===== config.mk =====
export PLATFORM = sky130hd
export DESIGN_NAME = cmd_link
export DESIGN_NICKNAME = d
export VERILOG_FILES = /design/src/rtl/cmd_link.sv
export SDC_FILE = /design/constraint.sdc
export NUM_CORES = 1
export LEC_CHECK = 0
export ABC_AREA = 1
export CORE_MARGIN = 3
export CORE_UTILIZATION = 57
export CTS_CLUSTER_DIAMETER = 80
export DETAILED_ROUTE_END_ITERATION = 10
export DONT_BUFFER_PORTS = 1
export PLACE_DENSITY_LB_ADDON = 0.12
export SYNTH_ARGS = -nofsm -noshare
export SYNTH_HDL_FRONTEND = slang
export SYNTH_SLANG_ARGS = --single-unit

===== constraint.sdc =====
create_clock -name clk -period 2.6 [get_ports clk]
set_input_delay 0.39 -clock clk [delete_from_list [all_inputs] [get_ports clk]]
set_output_delay 0.39 -clock clk [all_outputs]
set_load 0.02 [all_outputs]

===== src/rtl/cmd_link.sv =====
// cmd_link: MazeRunner end of the bluetooth command link.
// Receives two-byte commands over 8N1 UART and sends back a one-byte response.
module cmd_link #(
    parameter int BAUD_DIV = 2604
) (
    input  logic        clk,
    input  logic        rst,
    input  logic        RX,
    output logic        TX,
    output logic [15:0] cmd,
    output logic        cmd_rdy,
    input  logic        clr_cmd_rdy,
    input  logic [7:0]  resp,
    input  logic        send_resp,
    output logic        resp_sent
);

    localparam logic [11:0] FULL_RELOAD = 12'(BAUD_DIV - 1);
    localparam logic [11:0] HALF_RELOAD = 12'(BAUD_DIV / 2 - 1);

    typedef enum logic [1:0] {RX_IDLE, RX_START, RX_DATA, RX_STOP} rx_state_t;
    typedef enum logic {ASM_WAIT_HI, ASM_WAIT_LO} asm_state_t;
    typedef enum logic {TX_IDLE, TX_XMIT} tx_state_t;

    logic        rx_meta_q, rx_sync_q, rx_prev_q;
    rx_state_t   rx_state_q, rx_state_d;
    logic [11:0] rx_cnt_q, rx_cnt_d;
    logic [3:0]  rx_bit_q, rx_bit_d;
    logic [7:0]  rx_shift_q, rx_shift_d;
    logic        rx_rdy_q, rx_rdy_d;
    logic        rx_err_q, rx_err_d;

    asm_state_t  asm_state_q, asm_state_d;
    logic [7:0]  hi_byte_q, hi_byte_d;
    logic [15:0] cmd_q, cmd_d;
    logic        cmd_rdy_q, cmd_rdy_d;

    tx_state_t   tx_state_q, tx_state_d;
    logic [11:0] tx_cnt_q, tx_cnt_d;
    logic [3:0]  tx_bit_q, tx_bit_d;
    logic [9:0]  tx_shift_q, tx_shift_d;
    logic        resp_sent_q, resp_sent_d;

    // RX is asynchronous; rx_prev_q gives the falling-edge detect after the two sync stages.
    always_ff @(posedge clk or posedge rst) begin
        if (rst) begin
            rx_meta_q <= 1'b1;
            rx_sync_q <= 1'b1;
            rx_prev_q <= 1'b1;
        end else begin
            rx_meta_q <= RX;
            rx_sync_q <= rx_meta_q;
            rx_prev_q <= rx_sync_q;
        end
    end

    always_comb begin
        rx_state_d = rx_state_q;
        rx_cnt_d   = rx_cnt_q;
        rx_bit_d   = rx_bit_q;
        rx_shift_d = rx_shift_q;
        rx_rdy_d   = 1'b0;
        rx_err_d   = 1'b0;
        case (rx_state_q)
            RX_IDLE: begin
                if (rx_prev_q && !rx_sync_q) begin
                    rx_state_d = RX_START;
                    rx_cnt_d   = HALF_RELOAD;
                end
            end
            RX_START: begin
                if (rx_cnt_q == 12'd0) begin
                    if (!rx_sync_q) begin
                        rx_state_d = RX_DATA;
                        rx_cnt_d   = FULL_RELOAD;
                        rx_bit_d   = 4'd0;
                    end else begin
                        rx_state_d = RX_IDLE;
                        rx_cnt_d   = 12'd0;
                    end
                end else begin
                    rx_cnt_d = rx_cnt_q - 12'd1;
                end
            end
            RX_DATA: begin
                if (rx_cnt_q == 12'd0) begin
                    rx_shift_d = {rx_sync_q, rx_shift_q[7:1]};
                    rx_cnt_d   = FULL_RELOAD;
                    if (rx_bit_q == 4'd7) begin
                        rx_state_d = RX_STOP;
                    end else begin
                        rx_bit_d = rx_bit_q + 4'd1;
                    end
                end else begin
                    rx_cnt_d = rx_cnt_q - 12'd1;
                end
            end
            RX_STOP: begin
                if (rx_cnt_q == 12'd0) begin
                    rx_rdy_d   = rx_sync_q;
                    rx_err_d   = !rx_sync_q;
                    rx_state_d = RX_IDLE;
                    rx_cnt_d   = 12'd0;
                end else begin
                    rx_cnt_d = rx_cnt_q - 12'd1;
                end
            end
            default: begin
                rx_state_d = RX_IDLE;
                rx_cnt_d   = 12'd0;
            end
        endcase
    end

    always_ff @(posedge clk or posedge rst) begin
        if (rst) begin
            rx_state_q <= RX_IDLE;
            rx_cnt_q   <= 12'd0;
            rx_bit_q   <= 4'd0;
            rx_shift_q <= 8'd0;
            rx_rdy_q   <= 1'b0;
            rx_err_q   <= 1'b0;
        end else begin
            rx_state_q <= rx_state_d;
            rx_cnt_q   <= rx_cnt_d;
            rx_bit_q   <= rx_bit_d;
            rx_shift_q <= rx_shift_d;
            rx_rdy_q   <= rx_rdy_d;
            rx_err_q   <= rx_err_d;
        end
    end

    // High byte waits in hi_byte_q so cmd only ever changes as a complete pair.
    always_comb begin
        asm_state_d = asm_state_q;
        hi_byte_d   = hi_byte_q;
        cmd_d       = cmd_q;
        cmd_rdy_d   = cmd_rdy_q;
        if (clr_cmd_rdy) begin
            cmd_rdy_d = 1'b0;
        end
        case (asm_state_q)
            ASM_WAIT_HI: begin
                if (rx_rdy_q) begin
                    hi_byte_d   = rx_shift_q;
                    cmd_rdy_d   = 1'b0;
                    asm_state_d = ASM_WAIT_LO;
                end
            end
            ASM_WAIT_LO: begin
                if (rx_rdy_q) begin
                    cmd_d       = {hi_byte_q, rx_shift_q};
                    cmd_rdy_d   = 1'b1;
                    asm_state_d = ASM_WAIT_HI;
                end else if (rx_err_q) begin
                    hi_byte_d   = 8'd0;
                    asm_state_d = ASM_WAIT_HI;
                end
            end
            default: asm_state_d = ASM_WAIT_HI;
        endcase
    end

    always_ff @(posedge clk or posedge rst) begin
        if (rst) begin
            asm_state_q <= ASM_WAIT_HI;
            hi_byte_q   <= 8'd0;
            cmd_q       <= 16'd0;
            cmd_rdy_q   <= 1'b0;
        end else begin
            asm_state_q <= asm_state_d;
            hi_byte_q   <= hi_byte_d;
            cmd_q       <= cmd_d;
            cmd_rdy_q   <= cmd_rdy_d;
        end
    end

    // TX is bit 0 of the frame shifter; ones shift in so the line idles high.
    always_comb begin
        tx_state_d  = tx_state_q;
        tx_cnt_d    = tx_cnt_q;
        tx_bit_d    = tx_bit_q;
        tx_shift_d  = tx_shift_q;
        resp_sent_d = resp_sent_q;
        case (tx_state_q)
            TX_IDLE: begin
                if (send_resp) begin
                    tx_shift_d  = {1'b1, resp, 1'b0};
                    tx_cnt_d    = FULL_RELOAD;
                    tx_bit_d    = 4'd0;
                    resp_sent_d = 1'b0;
                    tx_state_d  = TX_XMIT;
                end
            end
            TX_XMIT: begin
                if (tx_cnt_q == 12'd0) begin
                    tx_shift_d = {1'b1, tx_shift_q[9:1]};
                    tx_cnt_d   = FULL_RELOAD;
                    if (tx_bit_q == 4'd9) begin
                        tx_cnt_d    = 12'd0;
                        resp_sent_d = 1'b1;
                        tx_state_d  = TX_IDLE;
                    end else begin
                        tx_bit_d = tx_bit_q + 4'd1;
                    end
                end else begin
                    tx_cnt_d = tx_cnt_q - 12'd1;
                end
            end
            default: tx_state_d = TX_IDLE;
        endcase
    end

    always_ff @(posedge clk or posedge rst) begin
        if (rst) begin
            tx_state_q  <= TX_IDLE;
            tx_cnt_q    <= 12'd0;
            tx_bit_q    <= 4'd0;
            tx_shift_q  <= '1;
            resp_sent_q <= 1'b0;
        end else begin
            tx_state_q  <= tx_state_d;
            tx_cnt_q    <= tx_cnt_d;
            tx_bit_q    <= tx_bit_d;
            tx_shift_q  <= tx_shift_d;
            resp_sent_q <= resp_sent_d;
        end
    end

    assign TX        = tx_shift_q[0];
    assign cmd       = cmd_q;
    assign cmd_rdy   = cmd_rdy_q;
    assign resp_sent = resp_sent_q;

endmodule


Word-level counts from Yosys, hierarchy flattened:

Cells that the tools add are included.

* eq/ne operators: 19
* bitwise operators: 2
* multiplexer cells: 53
* add/sub/neg operators: 4
* reduce and logical (&&, ||, !) cells: 14

Operator list (number)
* 12-bit 2-to-1 mux: 8
* 12-bit one-hot mux with 4 select lines: 1
* 4-bit 2-to-1 mux: 7
* 12-bit zero test: 2
* 8-bit 2-to-1 mux: 3
* 2-bit != test (second input constant): 12
* 12-bit one-hot mux with 2 select lines: 1
* 12-bit by 1-bit subtractor with 12-bit output (second input constant): 2
* 10-bit 2-to-1 mux: 2
* 10-bit one-hot mux with 2 select lines: 1
* 1-bit 2-to-1 mux: 16
* 4-bit one-hot mux with 2 select lines: 2
* 8-bit one-hot mux with 2 select lines: 1
* 2-bit 2-to-1 mux: 6
* 5-bit AND reduction: 2
* 3-bit AND reduction: 3
* 4-bit by 1-bit adder with 4-bit output (second input constant): 2
* 1-bit one-hot mux with 2 select lines: 4
* 2-bit one-hot mux with 4 select lines: 1
* 2-bit AND reduction: 3
* 2-bit == test (second input constant): 2
* 4-bit by 3-bit == test with 1-bit output (second input constant): 1
* 4-bit == test (second input constant): 1
* 2-bit by 1-bit != test with 1-bit output (second input constant): 2
* other kinds (6): 7

* output and inout port bits: 19
* input port bits: 13
* logic and storage cells: 110
* bits in registers: 85

Logic depth before layout (Yosys ltp):

* word-level depth: 4
* mapped depth: 12
* gate-level depth less buffers: 11

Worst setup path after synthesis:

OpenSTA, ideal clock, no wires.

* path type: register to register
* start point: reg rx_cnt_q[0]
* end point: reg rx_bit_q[0]
* buffers on the path: 1
* setup time: 0.117 ns
* slack: 1.052 ns
* required time: 2.483 ns
* clock period less this slack: 1.548 ns
* data arrival time: 1.432 ns
* cell stages (with the launch flop): 13
* cell sequence: dfrtp_1 -> inv_1 -> ha_1 -> inv_1 -> nor2_1 -> nand2_1 -> nor2_4 -> nand2_4 -> buf_6 -> nand2_8 -> nand2_4 -> nand2_1 -> nand2_1

* cells in the longest elaborated chain, start to end: 3
* elaborated cells on any way between the ends: 4
* those cells by class: eq/ne: 2; reduce/logical: 2

RTL lines
* start: declaration: line 27 `logic [11:0] rx_cnt_q, rx_cnt_d;`
* start signal: assignment: line 125 `rx_cnt_q <= rx_cnt_d;`
* 12-bit zero test *: line 72, 86
* 2-bit != test (no source line)
* 5-bit AND reduction (no source line) *
* end signal: assignment: line 126 `rx_bit_q <= rx_bit_d;`
* end: declaration: line 28 `logic [3:0] rx_bit_q, rx_bit_d;`

Every way passes the cells marked *; elsewhere a longest branch is shown, timed or not.
A chain may end at the register's enable or synchronous reset.

Final worst setup path:

* start point: reg rx_cnt_q[0]
* end point: reg rx_shift_q[1]

* cells in the longest elaborated chain, start to end: 2

RTL lines
* 12-bit zero test: line 86 `if (rx_cnt_q == 12'd0) begin`
* 2-bit AND reduction (no source line)
* end signal: assignment: line 127 `rx_shift_q <= rx_shift_d;`
* end: declaration: line 29 `logic [7:0] rx_shift_q, rx_shift_d;`

Every way passes these cells.

==> summary.md <==
| Metric | Value |
|---|---|
| Die Y | 91.6 um |
| Crit path max-delay cell type | dfrtp_1 |
| Peak fanout along the critical path | 18 |
| Setup crit start | rx_cnt_q[0] |
| Clk_skew | 0.0151 ns |
| Final Cycle Share | 0.688 |
| Hold-fix buffers, CTS | 0 |
| CTS Buf Count | 9 |
| H-tree levels | 3 |
| Failing checks | hold timing |
| Xor-xnor portion of the synthesized cell area | 0.0336 |
| Synth Area in Adders | 0.0210 |
| Initial antenna violation count | 0 |
| Drt initial violations | 181 |
| Multi-input logic area | 0.00178 sq mm |
| Root Buffer Master | clkbuf_8 |
| Worst path max stage delay | 0.45 ns |
| CP cell instances | inv_1, ha_1, inv_1, nor2_1, nand2_1, nor2_4, nand2_4, nor2_8, o21ai_0 |
| Total GRT Usage | 0.196 |
| Initial core utilization | 0.601 |
| Share of cells above drive strength 1 | 0.158 |
| Main combinational cell family by area after synthesis | simple AND/OR/NAND/NOR gates |
| Hpwl dp | 5180 um |
| Crit path launch type | flip-flop |
| Vias | 3,084 |
| Synth Area in Compound Gates | 0.102 |
| Final setup violation count | 0 |
| R2R depth | 9 |
| Diode count | 0 |
| Reg2Reg Launch Point | rx_cnt_q[0] |
| Post-CTS setup buffer count | 0 |
| TritonCTS clock tree | built |
| Most frequent cells in the layout | nand2_1, dfrtp_1, inv_1, nor2_1, o21ai_0 |
| I/O pin count | 32 |
| Worst EP required | 2.84 ns |
| Number of distinct library cells after synthesis | 34 |
| Mapped Area | 0.00418 sq mm |
| Syn_nets | 497 |
| Nets | 502 |
| Mux share of post-synthesis cell area | 0.0168 |
| Hold WC Path Type | primary input to async pin |
| Final min period | 1.79 ns |
| Fin Hold WS | -0.0343 ns |
| Crit Path Category | flip-flop to flip-flop |
| PostCTS Resize Cnt | 0 |
| Outcome | complete, but fails checks |
| F_max | 559 MHz |
| IO Port Bufs | 0 |
| Number of synthesized register bits | 84 |
| Post-Synthesis Mean Instance Area | 8.76 sq um |
| Maximum vdd drop | 0.502 mV |
| Area after DPL | 0.00427 sq mm |
| Worst skew pair latency | 0.36 ns |
| Fillers | 590 |
| Ys Warns | 0 |
| Total power | 3.09 mW |
| Clk buf depth | 2 |
| Die W | 91.6 um |
| Max_cap viols | 0 |
| Gpl congestion | 0.864 |
| Clock transition at the registers of the reported paths | 0.09 ns |
| Final hold violation count | 19 |
| CP endpoint kind | flip-flop |
| First-pass DRT Iterations | 4 |
| Core area | 0.00694 sq mm |
| Simple-gate share of the synthesized area | 0.253 |
| Pins Over Slew Limit | 0 |
| Unrepaired setup endpoints after global routing | no |
| First-pass GRT wire length | 13,200 um |
| WL final | 7630 um |
| Area grow syn2layout | 6.56% |
| Actual slew at the worst max-slew pin | 0.448 ns |
| Post-route ant nets | 0 |
| Vias in the first global route | 2,924 |
| Pwr dens | 695 mW/mm^2 |
| Pleak | 2.14 nW |
| Largest net degree at the start of global routing | 85 |
| Seq. cell area | 0.00212 sq mm |
| Wire per inst | 13.1 um |
| Post-route setup TNS | 0 ns |
| Clock sinks | 84 |
| Most common cell after layout, fill and taps aside | nand2_1 |
| CP arrival | 2.02 ns |
| DRC | 0 |
| Post-Syn Instances | 477 |
| Crit path top cell by count | inv_1 |
| Overflow after GRT | 0 |
| Die area | 0.00839 sq mm |
| Vias per cell | 5.29 |
| Num rows | 30 |
| Worst slew margin | 0.701 |
| Post-synthesis sequential area ratio | 0.507 |
| Design area | 0.00445 sq mm |
-- worst max-delay path, delay by kind of cell (launching register included) --
family	cells	cell delay, ns
flip-flops	1	0.45
adder cells (fa/ha/maj)	1	0.16
buffers and inverters	2	0.19
AND/OR/NAND/NOR	5	0.73
AO/OA/AOI/OAI	1	0.11
-- state kept, by name (all words and copies together), names as in the netlist, 4 cells and up, named ones only --
register and flops:
cmd 16, tx_shift_q 9, rx_bit_q 4, rx_shift_q 8, rx_cnt_q 12, tx_cnt_q 12, tx_bit_q 4, hi_byte_q 8
-- routing by layer --
metal	share of wire	track usage	up-vias	wire [um]
li1	-	-	1531	-
met1	0.48	0.262	1480	3650
met2	0.46	0.303	61	3500
met3	0.044	0.0472	12	338
met4	0.018	0.0829	0	138
met5	0	0	-	0
-- power by group --
group          leakage (nW)  internal (mW)  switching [mW]
sequential             1.06           1.42           0.142
clock                0.0820          0.350           0.492
combinational         0.998          0.248           0.440
-- final cells by class --
type / instances / area share
flip-flops and latches: 84 / 0.476
multi-input cells: 326 / 0.400
inverters: 57 / 0.0484
clock buffers: 9 / 0.0278
well taps: 96 / 0.0270
clock inverters: 7 / 0.0112
repair buffers: 4 / 0.0101
-- worst paths after layout --
kind | slack [ns] | end
setup / recovery | 0.81 | rx_shift_q[1]
hold / removal | -0.03 | rx_cnt_q[5]
setup reg to reg | 0.81 | rx_shift_q[1]
hold reg to reg | 0.36 | rx_sync_q
max in group asynchronous | 2.23 | tx_shift_q[0]
min in group clk | 0.15 | cmd_rdy
-- synth_stat cells --
cell | count | share of area
nand2_1 | 119 | 0.11
or2_2 | 1 | 0.0015
o21ai_0 | 42 | 0.050
buf_4 | 1 | 0.0018
inv_1 | 51 | 0.046
xor2_1 | 12 | 0.025
ha_1 | 7 | 0.021
nor3b_1 | 1 | 0.0018
nand2_4 | 5 | 0.013
o21ai_2 | 11 | 0.023
nand3b_1 | 3 | 0.0054
o21ai_1 | 3 | 0.0036
clkbuf_1 | 4 | 0.0036
nor2_8 | 1 | 0.0048
xnor2_1 | 4 | 0.0084
nor3_1 | 6 | 0.0072
nand3_4 | 1 | 0.0042
nand3_1 | 18 | 0.022
a21oi_1 | 4 | 0.0048
inv_2 | 6 | 0.0054
dfrtp_1 | 72 | 0.43
dfstp_2 | 12 | 0.075
buf_6 | 3 | 0.0081
o211ai_1 | 1 | 0.0018
o22ai_1 | 12 | 0.018
mux2i_1 | 7 | 0.017
nand2_8 | 1 | 0.0048
nand4_1 | 5 | 0.0075
nor2_4 | 5 | 0.013
buf_2 | 2 | 0.0024
nor2_1 | 43 | 0.039
nand3_2 | 1 | 0.0024
nand2_2 | 5 | 0.0075
nor2_2 | 8 | 0.012
-- cells by family after synthesis --
kind of cell	count (synthesis)
flip-flops	84
multiplexers	7
buffers and inverters	67
AND/OR/NAND/NOR	223
adder cells (fa/ha/maj)	7
AO/OA/AOI/OAI	73
XOR/XNOR	16
-- through the flow --
stage                     instances  utilization  setup slack (ns)
final                           583        0.641             0.811
after global routing            583        0.641             0.601
after CTS                       582        0.639             0.807
after detailed placement        566        0.614             0.822
after global placement          566        0.614             0.838
after floorplan                 477            -            0.0647
(Power assumes the default switching activity.)
